===== src/rtl/change_dispenser_if.sv =====
// Handshake bundle between the change dispenser, the credit FSM and the coin hopper.
// The master modport is the environment side; the slave modport is the dispenser.
interface change_dispenser_if #(
  parameter int CREDIT_W = 3
);
  logic [CREDIT_W-1:0] credit_in;
  logic                refund_req;
  logic                hopper_ack;
  logic                fault_clr;
  logic                coin_out;
  logic                clear_credit;
  logic [CREDIT_W-1:0] remaining;
  logic                busy;
  logic                done;
  logic                fault;

  modport master (
    output credit_in, refund_req, hopper_ack, fault_clr,
    input  coin_out, clear_credit, remaining, busy, done, fault
  );

  modport slave (
    input  credit_in, refund_req, hopper_ack, fault_clr,
    output coin_out, clear_credit, remaining, busy, done, fault
  );
endinterface


===== src/rtl/change_dispenser.sv =====
// Refund engine: latches and clears the credit, then pays it out one hopper pulse per
// coin with ack timeout, bounded re-pulsing and a sticky fault until fault_clr.
module change_dispenser #(
  parameter int CREDIT_W       = 3,
  parameter int PULSE_CYCLES   = 4,
  parameter int TIMEOUT_CYCLES = 16,
  parameter int MAX_RETRY      = 2
) (
  input  logic              clk,
  input  logic              reset,
  change_dispenser_if.slave bus
);

  localparam int PULSE_W = (PULSE_CYCLES > 1) ? $clog2(PULSE_CYCLES) : 1;
  localparam int TO_W    = (TIMEOUT_CYCLES > 1) ? $clog2(TIMEOUT_CYCLES) : 1;
  localparam int RETRY_W = (MAX_RETRY > 0) ? $clog2(MAX_RETRY + 1) : 1;

  localparam logic [PULSE_W-1:0] PULSE_LAST   = PULSE_W'(PULSE_CYCLES - 1);
  localparam logic [TO_W-1:0]    TIMEOUT_LAST = TO_W'(TIMEOUT_CYCLES - 1);
  localparam logic [RETRY_W-1:0] RETRY_MAX    = RETRY_W'(MAX_RETRY);

  typedef enum logic [2:0] {
    S_IDLE,
    S_PULSE,
    S_WAIT_ACK,
    S_DONE,
    S_FAULT
  } state_t;

  state_t              r_state;
  logic [CREDIT_W-1:0] r_remaining;
  logic [PULSE_W-1:0]  r_pulse_cnt;
  logic [TO_W-1:0]     r_timeout_cnt;
  logic [RETRY_W-1:0]  r_retry;
  logic                r_coin_out;
  logic                r_clear_credit;
  logic                r_busy;
  logic                r_done;
  logic                r_fault;

  // Saturating decrement: the owed count must never wrap.
  logic [CREDIT_W-1:0] w_remaining_dec;
  assign w_remaining_dec = (r_remaining != '0) ? r_remaining - 1'b1 : '0;

  always_ff @(posedge clk or posedge reset) begin
    if (reset) begin
      r_state        <= S_IDLE;
      r_remaining    <= '0;
      r_pulse_cnt    <= '0;
      r_timeout_cnt  <= '0;
      r_retry        <= '0;
      r_coin_out     <= 1'b0;
      r_clear_credit <= 1'b0;
      r_busy         <= 1'b0;
      r_done         <= 1'b0;
      r_fault        <= 1'b0;
    end else begin
      // NOTE: non-blocking defaults here make clear_credit and done one-cycle pulses;
      // any branch below that assigns them later wins for this edge only.
      r_clear_credit <= 1'b0;
      r_done         <= 1'b0;

      case (r_state)
        S_IDLE: begin
          if (bus.refund_req) begin
            r_busy <= 1'b1;
            if (bus.credit_in != '0) begin
              r_remaining    <= bus.credit_in;
              r_clear_credit <= 1'b1;
              r_retry        <= '0;
              r_pulse_cnt    <= '0;
              r_coin_out     <= 1'b1;
              r_state        <= S_PULSE;
            end else begin
              r_done  <= 1'b1;
              r_state <= S_DONE;
            end
          end
        end

        S_PULSE: begin
          if (r_pulse_cnt == PULSE_LAST) begin
            r_coin_out    <= 1'b0;
            r_timeout_cnt <= '0;
            r_state       <= S_WAIT_ACK;
          end else begin
            r_pulse_cnt <= r_pulse_cnt + 1'b1;
          end
        end

        S_WAIT_ACK: begin
          // An ack on the last waiting cycle still counts; it outranks the timeout.
          if (bus.hopper_ack) begin
            r_remaining   <= w_remaining_dec;
            r_retry       <= '0;
            r_timeout_cnt <= '0;
            if (w_remaining_dec == '0) begin
              r_done  <= 1'b1;
              r_state <= S_DONE;
            end else begin
              r_pulse_cnt <= '0;
              r_coin_out  <= 1'b1;
              r_state     <= S_PULSE;
            end
          end else if (r_timeout_cnt == TIMEOUT_LAST) begin
            r_timeout_cnt <= '0;
            if (r_retry < RETRY_MAX) begin
              r_retry     <= r_retry + 1'b1;
              r_pulse_cnt <= '0;
              r_coin_out  <= 1'b1;
              r_state     <= S_PULSE;
            end else begin
              r_fault <= 1'b1;
              r_state <= S_FAULT;
            end
          end else begin
            r_timeout_cnt <= r_timeout_cnt + 1'b1;
          end
        end

        S_DONE: begin
          r_busy  <= 1'b0;
          r_state <= S_IDLE;
        end

        S_FAULT: begin
          if (bus.fault_clr) begin
            r_fault     <= 1'b0;
            r_busy      <= 1'b0;
            r_remaining <= '0;
            r_retry     <= '0;
            r_state     <= S_IDLE;
          end
        end

        default: begin
          r_coin_out <= 1'b0;
          r_busy     <= 1'b0;
          r_fault    <= 1'b0;
          r_state    <= S_IDLE;
        end
      endcase
    end
  end

  assign bus.coin_out     = r_coin_out;
  assign bus.clear_credit = r_clear_credit;
  assign bus.remaining    = r_remaining;
  assign bus.busy         = r_busy;
  assign bus.done         = r_done;
  assign bus.fault        = r_fault;

`ifndef SYNTHESIS
  a_busy_state:  assert property (@(posedge clk) disable iff (reset) r_busy == (r_state != S_IDLE));
  a_coin_state:  assert property (@(posedge clk) disable iff (reset) r_coin_out == (r_state == S_PULSE));
  a_fault_state: assert property (@(posedge clk) disable iff (reset) r_fault == (r_state == S_FAULT));
  a_done_state:  assert property (@(posedge clk) disable iff (reset) r_done == (r_state == S_DONE));
`endif

endmodule


===== src/flat_wrapper.sv =====
// flat-port wrapper written by rule: the top's interface ports become plain ports
module change_dispenser_flat 
#(
  parameter int CREDIT_W       = 3,
  parameter int PULSE_CYCLES   = 4,
  parameter int TIMEOUT_CYCLES = 16,
  parameter int MAX_RETRY      = 2
)
  (clk, reset, bus_credit_in, bus_refund_req, bus_hopper_ack, bus_fault_clr, bus_coin_out, bus_clear_credit, bus_remaining, bus_busy, bus_done, bus_fault);
  change_dispenser_if #(.CREDIT_W(CREDIT_W)) bus_i ();
  input  logic clk;
  input  logic reset;
  input wire logic [$bits(bus_i.credit_in)-1:0] bus_credit_in;
  input wire logic [$bits(bus_i.refund_req)-1:0] bus_refund_req;
  input wire logic [$bits(bus_i.hopper_ack)-1:0] bus_hopper_ack;
  input wire logic [$bits(bus_i.fault_clr)-1:0] bus_fault_clr;
  output wire logic [$bits(bus_i.coin_out)-1:0] bus_coin_out;
  output wire logic [$bits(bus_i.clear_credit)-1:0] bus_clear_credit;
  output wire logic [$bits(bus_i.remaining)-1:0] bus_remaining;
  output wire logic [$bits(bus_i.busy)-1:0] bus_busy;
  output wire logic [$bits(bus_i.done)-1:0] bus_done;
  output wire logic [$bits(bus_i.fault)-1:0] bus_fault;
  assign bus_i.credit_in = bus_credit_in;
  assign bus_i.refund_req = bus_refund_req;
  assign bus_i.hopper_ack = bus_hopper_ack;
  assign bus_i.fault_clr = bus_fault_clr;
  assign bus_coin_out = bus_i.coin_out;
  assign bus_clear_credit = bus_i.clear_credit;
  assign bus_remaining = bus_i.remaining;
  assign bus_busy = bus_i.busy;
  assign bus_done = bus_i.done;
  assign bus_fault = bus_i.fault;
  change_dispenser #(.CREDIT_W(CREDIT_W), .PULSE_CYCLES(PULSE_CYCLES), .TIMEOUT_CYCLES(TIMEOUT_CYCLES), .MAX_RETRY(MAX_RETRY)) u_core (.clk(clk), .reset(reset), .bus(bus_i));
endmodule

===== config.mk =====
export PLATFORM = sky130hd
export DESIGN_NAME = change_dispenser_flat
export DESIGN_NICKNAME = d
export VERILOG_FILES = /design/src/rtl/change_dispenser_if.sv /design/src/rtl/change_dispenser.sv /design/src/flat_wrapper.sv
export SDC_FILE = /design/constraint.sdc
export NUM_CORES = 1
export LEC_CHECK = 0
export CAP_MARGIN = 20
export CORE_ASPECT_RATIO = 2
export CORE_MARGIN = 4
export CORE_UTILIZATION = 38
export CTS_CLUSTER_DIAMETER = 100
export DETAILED_ROUTE_END_ITERATION = 8
export GPL_TIMING_DRIVEN = 0
export PLACE_DENSITY_LB_ADDON = 0.08
export SLEW_MARGIN = 20
export SYNTH_ARGS = -nofsm -noshare
export SYNTH_HDL_FRONTEND = slang
export SYNTH_SLANG_ARGS = --single-unit

===== constraint.sdc =====
create_clock -name clk -period 1.9 [get_ports clk]
set_input_delay 0.38 -clock clk [delete_from_list [all_inputs] [get_ports clk]]
set_output_delay 0.38 -clock clk [all_outputs]
set_load 0.005 [all_outputs]

# After elaboration in Yosys (flattened, before gate mapping)
# Index checks and enable logic that the tools add are counted.
# totals
output_inout_bits	8
ff_bits	19
elab_cells	108
in_bits	8
# op_classes
reduce_logical	18
eq_ne	18
bitwise_logic	3
n_lt_le_gt_ge	1
add_sub_neg	4
muxes	54
# ops
op	count
3-bit two-way mux	10
2-bit two-way mux	13
1-bit two-way mux	19
7-bit AND reduction	2
4-bit two-way mux	3
2-bit inequality test, second input constant	6
2-bit case mux with 3 select lines	2
3-bit case mux with 4 select lines	1
3-bit nonzero test	4
5-bit AND reduction	2
3-bit case mux with 3 select lines	1
4-bit case mux with 2 select lines	1
3-bit by 2-bit equality test with 1-bit output, second input constant	2
3-bit zero test	2
2-bit by 1-bit inequality test with 1-bit output, second input constant	3
3-bit by 2-bit inequality test with 1-bit output, second input constant	2
1-bit case mux with 3 select lines	2
6-bit AND reduction	1
2-bit by 1-bit adder with 2-bit output, second input constant	2
4-bit by 1-bit adder with 4-bit output, second input constant	1
4-bit equality test, second input constant	1
1-bit case mux with 4 select lines	1
4-bit AND reduction	1
2-bit OR reduction	2
12 further kinds	14

# Longest topological paths before layout
# depth
depth_word	6
mapped_depth	6
ltp_nobuf	5

# Worst setup path after synthesis
# No wires, ideal clock.
# synth_path
path_type	reg-to-reg
start	reg u_core.r_timeout_cnt[0]
end	reg u_core.r_pulse_cnt[1]
period_less_slack_ns	1.557
required_time_ns	1.775
setup_time_ns	0.125
path_slack_ns	0.343
n_path_buf	0
path_stages_with_launch	6
arrival_ns	1.432
cell_sequence	dfrtp_1 -> ha_1 -> nand4b_1 -> a211oi_2 -> nand4_1 -> mux2_2
# synth_between
elab_chain_cells	3
# synth_lines
element	line_no	text
from (decl)	change_dispenser.sv:33	logic [TO_W-1:0] r_timeout_cnt;
from (signal assigned)	change_dispenser.sv:117	r_timeout_cnt <= r_timeout_cnt + 1'b1;
4-bit equality test	change_dispenser.sv:105	end else if (r_timeout_cnt == TIMEOUT_LAST) begin
3-bit by 2-bit inequality test with 1-bit output (no line)	n/a	
7-bit AND reduction (no line)	n/a	
to (signal assigned)	change_dispenser.sv:87	r_pulse_cnt <= r_pulse_cnt + 1'b1;
to (decl)	change_dispenser.sv:32	logic [PULSE_W-1:0] r_pulse_cnt;
# No other way between the ends.
# A chain may end at the register's enable or synchronous reset.

# Final worst setup path
# Same ends and word-level chain as after synthesis.

==> metrics.sh <==
WORST_SKEW_PAIR.LATE_LATENCY_NS=0.26
TOTAL_LENGTH_OF_ROUTED_WIRES_MM=2.96
MAXCAPVIOLCOUNT=0
STATUS='complete, no violations'
YOSYS_REGISTER_BITS=19
FINALCRITICALPERIOD_NS=1.77
INITIAL_UTILIZATION=0.396
CP-END-KIND='flop'
HOLD_VIOL_FINAL=0
TRITONCTS='yes'
DIE_AREA_SQ_UM=4070
FMAX_MHz=564
SYN-CELL-AREA_SQ_UM=1160
GRT_PASS1_VIAS=1092
FINALCLOCKSKEW_NS=0.00331
WORST_SLEW_MARGIN_REL=0.498
CTS.HOLD.BUFFERS_ADDED=0
DPL.CELL_COUNT=173
CTS_MADE_BUFFERS=3
CTS_SINKS=19
HTREEDEPTH=1
CRIT_FANOUT=6
TRACK_USAGE=0.167
FINAL.SETUP.TNS_NS=0
FINALWEIGHTEDCONGESTION=0.860
TIMING_WORST_SETUP_PATH_TYPE='flop to flop'
GLOBAL_ROUTE.OVERFLOW_TOTAL=0
POWER_PER_CELL_AREA_nW_PER_UM2=1250
MAXIMUM_NUMBER_OF_PINS_ON_ONE_NET_BEFORE_GLOBAL_ROUTE_REPAIR=20
TIGHTESTPINTRANSITION_NS=0.753
WORST_SETUP_HOLD_PATH_CLK_SLEW_NS=0.08
SYNTH_CELL_TYPE_COUNT=44
FINALSETUPVIOLATIONS=0
MIN-DELAY-PATH-CLASS='flop to flop'
STD_CELL_ROWS=28
WORST_REG2REG_PATH_ENDPOINT='u_core.r_pulse_cnt[1]'
WORST-R2R-CELL-COUNT=5
DETAILROUTE.VIA_COUNT=1070
DRTANTENNAVIOLNETS=0
AVG_VIAS_PER_CELL=6.01
P_LEAK_nW=0.605
DIE_HEIGHT_UM=86.3
DETAIL_ROUTE.FIRST_PASS.ITERATIONS=4
CORE_AREA_SQ_UM=2940
PEAKVDDDROP_mV=0.717
TIMING.CRITICAL_PATH.TO='u_core.r_pulse_cnt[1]'
ANTENNA_CELLS=0
REG2REG_SETUP_SLACK_NS=0.13
YS_SEQ_AREA_FRAC=0.408
GRT_ANTENNA_BEFORE_REPAIR=0
LAYOUT.CELLS.NON_FILLER=178
BUFFER_PORTS.INSERTED=14
CLOCK-ROOT-BUFFER='clkbuf_8'
POSTSYNTHCELLCOUNT=129
REPORT.FINAL.SLEW_VIOL_COUNT=0
SYNTH-EDFF-COUNT=0
ROUTE.DETAILED.DRC=0
GRT_PASS1_WL_MM=5.15
CP.REQUIRED_NS=2.05
TIMING.CRITICAL_PATH.FROM='u_core.r_timeout_cnt[0]'
SYN-MEAN-INSTANCE-AREA_SQ_UM=9.03
SHARE_OF_SYNTHESIZED_REGISTERS_CARRYING_AN_ASYNC_SET_OR_RESET=1.00
FLOORPLAN.IO_PINS=16
DRTITER0DRC=65
FINALNETCOUNT=159
SYNTH_TOP_AREA_CELL='dfrtp_1'
POSTSYNTHNETCOUNT=139
CLOCK_PATH_BUFFERS=2
YOSYS_WARNINGS=0
DIE_X_UM=47.2
SYNTH.AREA.TOP_CELLS='dfrtp_1 (41%), o21ai_0 (4.7%), nand2_1 (3.5%)'
REGTOREGSTARTPOINT='u_core.r_timeout_cnt[0]'
YOSYS_MOST_USED_DFF='dfrtp_1'
MIN_PERIOD_OVER_PERIOD=0.932
DRIVE_ABOVE_1_SHARE=0.101
PLACE.DETAILED.HPWL_MM=2.24
CP_DATA_ARRIVAL_TIME_NS=1.92
WL_PER_CELL_UM=16.6
SETUP_REPAIR_AFTER_GLOBAL_ROUTING_MISSED_ITS_MARGIN='false'
POST-SYNTH-TOP-AREA-FRACTION=0.408
FLOW.AREA_GROWTH_FROM_SYNTHESIS_PCT=20.0
CRITPATHLAUNCHTYPE='flop'
==> cell type report <==
| cell class | count | area, sq um |
|---|---|---|
| flip-flops and latches | 19 | 475 |
| fillers | 305 | 1550 |
| well taps | 30 | 37.5 |
| multi-input cells | 98 | 634 |
| repair buffers | 15 | 150 |
| plain buffers | 9 | 43.8 |
| clock buffers | 4 | 45.0 |
| inverters | 3 | 11.3 |
==> kinds of logic (layout without fill, tap and decap cells) <==
| kind of cell | after synthesis | count (layout) | synth area share |
|---|---|---|---|
| adders and majority gates | 2 | 2 | 0.0215 |
| muxes | 2 | 2 | 0.0183 |
| and+or+nand+nor | 51 | 51 | 0.248 |
| DFF | 19 | 19 | 0.408 |
| buffers and inverters | 12 | 31 | 0.0473 |
| AOI/OAI and AO/OA | 43 | 43 | 0.257 |
==> flip-flops by register name (all words and copies together), names as in the netlist, 2 cells and up <==
signal,count
u_core.r_timeout_cnt,4
u_core.r_pulse_cnt,2
u_core.r_retry,2
u_core.bus.remaining,3
u_core.r_state,3
==> critical path: stages, from the launching register on <==
cell,delay (ns)
dfrtp_1,0.41
ha_1,0.27
nand4b_1,0.16
a211oi_2,0.37
nand4_1,0.15
mux2_2,0.29
==> metrics by stage <==
step	setup WS [ns]	total power, W	area, sq um	util	hold slack, ns
2_1_floorplan	0.343	0.00117	1160	-	0.331
3_3_place_gp	-0.380	0.00144	1340	0.456	0.479
3_5_place_dp	-0.389	0.00145	1340	0.456	0.482
4_1_cts	0.0650	0.00175	1400	0.474	0.494
5_1_grt	0.00104	0.00188	1400	0.475	0.522
6_report	0.128	0.00174	1400	0.475	0.491
==> synthesized netlist by cell type (2+ instances only) <==
cell       count
o21a_1         2
a21oi_1        8
and3_1         5
o2bb2ai_1      2
inv_1          3
clkbuf_1       3
dfrtp_1       19
a22o_1         3
buf_2          5
nand3_1        6
nor3_1         3
ha_1           2
nand4_1        4
a21o_1         2
nand3b_1       2
o21ai_0       11
nor2_1        11
nand2_1       11
a22oi_1        2
==> worst min path at each step <==
stage | depth (start not counted) | slack (ns) | from | end
after floorplan | 1 | 0.33 | reset | u_core.bus.busy
after global placement | 1 | 0.48 | u_core.r_retry[0] | u_core.r_retry[0]
after detailed placement | 1 | 0.48 | u_core.r_retry[0] | u_core.r_retry[0]
after CTS | 1 | 0.49 | u_core.r_retry[0] | u_core.r_retry[0]
final | 1 | 0.49 | u_core.r_retry[0] | u_core.r_retry[0]
after global routing | 1 | 0.52 | u_core.r_retry[0] | u_core.r_retry[0]
==> routing by layer <==
layer | vias to the layer above | wire (um) | global-route usage
met4 | 0 | 13 | 0.0327
li1 | 521 | - | -
met2 | 28 | 1670 | 0.300
met3 | 2 | 77 | 0.0187
met1 | 519 | 1200 | 0.205
met5 | - | 0 | 0
==> cells in the final DEF (no fill, tap or decap), types with 2 or more instances in the layout <==
master and instances:
nand3b_1 2, clkbuf_1 4, buf_4 2, o2bb2ai_1 2, a22oi_1 2, o21ai_0 11
clkbuf_8 3, and3_1 5, a21oi_1 8, nand2_1 11, nand3_1 6, a21o_1 2
dfrtp_1 19, nand4_1 4, nor3_1 3, ha_1 2, o21a_1 2, a22o_1 3
buf_2 5, clkdlybuf4s50_1 13, nor2_1 11, inv_1 3
==> power breakdown <==
group | switching [W] | leakage [nW] | internal, W | total, W
Sequential | 0.000120 | 0.245 | 0.000514 | 0.000634
Clock | 0.000144 | 0.0228 | 0.000149 | 0.000293
Combinational | 0.000419 | 0.337 | 0.000395 | 0.000814
==> what timing repair did <==
action,in CTS,in global routing
pin swaps,1,1
endpoints found under the hold margin,0,0
buffers inserted,1,0
setup endpoints to repair,1,1
resized for setup,0,1
(Power assumes the default switching activity.)
==> variant, RTL diff (same flow settings) <==
`TIMEOUT_CYCLES` is set to 16 in 2 places; all go to 8.
--- a/src/rtl/change_dispenser.sv
+++ b/src/rtl/change_dispenser.sv
@@ -3,7 +3,7 @@
 module change_dispenser #(
   parameter int CREDIT_W       = 3,
   parameter int PULSE_CYCLES   = 4,
-  parameter int TIMEOUT_CYCLES = 16,
+  parameter int TIMEOUT_CYCLES = 8,
   parameter int MAX_RETRY      = 2
 ) (
   input  logic              clk,
--- a/src/flat_wrapper.sv
+++ b/src/flat_wrapper.sv
@@ -3,7 +3,7 @@
 #(
   parameter int CREDIT_W       = 3,
   parameter int PULSE_CYCLES   = 4,
-  parameter int TIMEOUT_CYCLES = 16,
+  parameter int TIMEOUT_CYCLES = 8,
   parameter int MAX_RETRY      = 2
 )
   (clk, reset, bus_credit_in, bus_refund_req, bus_hopper_ack, bus_fault_clr, bus_coin_out, bus_clear_credit, bus_remaining, bus_busy, bus_done, bus_fault);
Function: same outputs for any inputs over 10 cycles, from zero or initial values and one cycle with reset high; that may be too few to reach the edited logic, so the function may still have changed.
==> variant against the unedited design <==
The flow now finishes with violations (negative setup slack). Synthesized cell count is 12% lower. Total power is 13% higher. Design area is 0.54% lower. Wire length is 13% lower. Global-route usage is 1.1 points lower. Utilization is 3.3 points higher. First-iteration DRC count is 60% lower. Critical path depth is 2 higher. Die area is 6.7% lower. Worst setup slack worse by 0.17 ns. Area after synthesis is 7.7% lower. Non-clock buffer count is 1 higher. Sequential cell count is 1 lower.
==> variant: results (changes against the unedited design) <==
Layout
  – Fill cells: 267 (-12%)
  – Share of layout cells above drive strength 1: 22.5% (+12 points)
  – Nets: 152 (-4.4%)
  – Post-Layout Cell Count: 167 (-6.2%)

Placement
  – Post-DP HPWL: 1.97 mm (-12%)
  – GPL Wtd Cong: 0.781 (-9.1%)
  – Port bufs: 15 (+1)
  – Placed insts: 158 (-8.7%)

Global route
  – Tot GR Track Use: 15.7% (-1.1 points)
  – Grt met2 use: 27.9% (-2.1 points)
  – Vias in the first global route: 996 (-8.8%)
  – First-pass GRT wire length: 4.42 mm (-14%)
  – Pin count of the biggest net entering global routing: 19 (-5.0%)
  – Met1 usage: 15.8% (-4.7 points)

Worst setup path
  – Crit Path Max Fanout: 2 (-4)
  – Critical-path top delay cell: dfrtp_2
  – Reg2Reg Launch Point: u_core.bus.remaining[0]
  – Worst reg2reg path depth: 7 (+2)
  – Max stage delay on crit path: 0.43 ns (+0.02 ns)

Route
  – M1 WL: 967 um (-20%)
  – Vias per cell: 5.60 (-6.9%)
  – Met2 WL: 1.46 mm (-13%)
  – Routed wire length per instance: 15.5 um (-7.0%)
  – Routed wl met3: 85 um (+10%)
  – DRT iter0 DRCs: 26 (-60%)

Synth
  – Top cells by count, synth: 18 x dfrtp_1, 13 x nand2_1, 10 x nor2_1, 9 x a21oi_1, 7 x inv_1
  – Yosys cell types: 38 (-14%)
  – Syn_nets: 127 (-8.6%)
  – Mean Syn Cell Area: 9.43 um^2 (+4.4%)
  – Seq/Total Area, Yosys: 41.9% (+1.1 points)
  – Top cells by area, synth: dfrtp_1 42%, ha_1 5.8%, nand2_1 4.5%, a21oi_1 4.2%, nor2_1 3.5%

Min path
  – WHS Endpoint: u_core.r_pulse_cnt[0]
  – Hold Startpoint: u_core.r_pulse_cnt[0]

Timing
  – Worst-margin pin slew: 0.680 ns (-0.0726 ns)
  – Final setup fails: 1 (+1)
  – Clock skew: 0.00366 ns (+0.000346 ns)
  – Slack of the critical path: -0.0434 ns (-0.172 ns)

Clock network
  – Post_cts resized: 7 (+7)
  – Post-CTS Setup Bufs: 6 (+5)

Power and ir drop
  – VDD IR max: 0.000615 V (-14%)
  – Pleak: 0.620 nW (+2.5%)

Outcome
  – Failing checks: negative setup slack
  – Status: finished with violations
variant: cell count changes after synthesis, sizes merged, moves of 3 or more:
cell and delta:
and3 -5, buf -3, ha +3, inv +4, mux2 +3, nand3 -5
nand4 -4, nor4 +3, o21ai -6
variant: cells by family after synthesis:
kind of cell,share of synthesized area [%]
adders and majority gates,5.82
muxes,6.40
DFF,41.9
buffers and inverters,5.01
xor gates and xnor gates,0.815
AOI/OAI and AO/OA,19.1
and+or+nand+nor,21.0
variant: final cells by class:
cell class / instances / share of cell area, %
Sequential cell: 18 / 32.7
Inverter: 7 / 1.89
Timing Repair Buffer: 21 / 14.0
Tap cell: 29 / 2.61
Buffer: 4 / 1.80
Multi-Input combinational cell: 84 / 43.8
Clock buffer: 4 / 3.24
variant: worst max path at each step:
stage                            startpoint                     to  cells after the start
global route        u_core.bus.remaining[0]  u_core.r_pulse_cnt[1]                      7
finish              u_core.bus.remaining[0]  u_core.r_pulse_cnt[1]                      7
floorplan           u_core.bus.remaining[0]  u_core.r_pulse_cnt[1]                      7
CTS                 u_core.bus.remaining[1]  u_core.r_pulse_cnt[1]                      7
detailed placement         bus_credit_in[1]      u_core.r_retry[0]                      6
global placement           bus_credit_in[1]      u_core.r_retry[0]                      6
variant: through the flow:
stage	setup WS [ns]	util (%)	area, um^2	hold slack [ns]	setup TNS, ns
6_report	-0.0434	50.8	1390	0.489	-0.0434
4_1_cts	-0.0769	50.5	1380	0.493	-0.0769
5_1_grt	-0.0945	50.8	1390	0.517	-0.0945
2_1_floorplan	-0.00306	-	1090	0.319	-0.00306
3_3_place_gp	-0.374	46.7	1280	0.475	-1.13
3_5_place_dp	-0.359	46.7	1280	0.484	-1.11
variant: report_power, final:
group,switching [mW],internal (mW)
Sequential,0.107,0.520
Clock,0.132,0.149
Combinational,0.499,0.551
Total,0.738,1.22
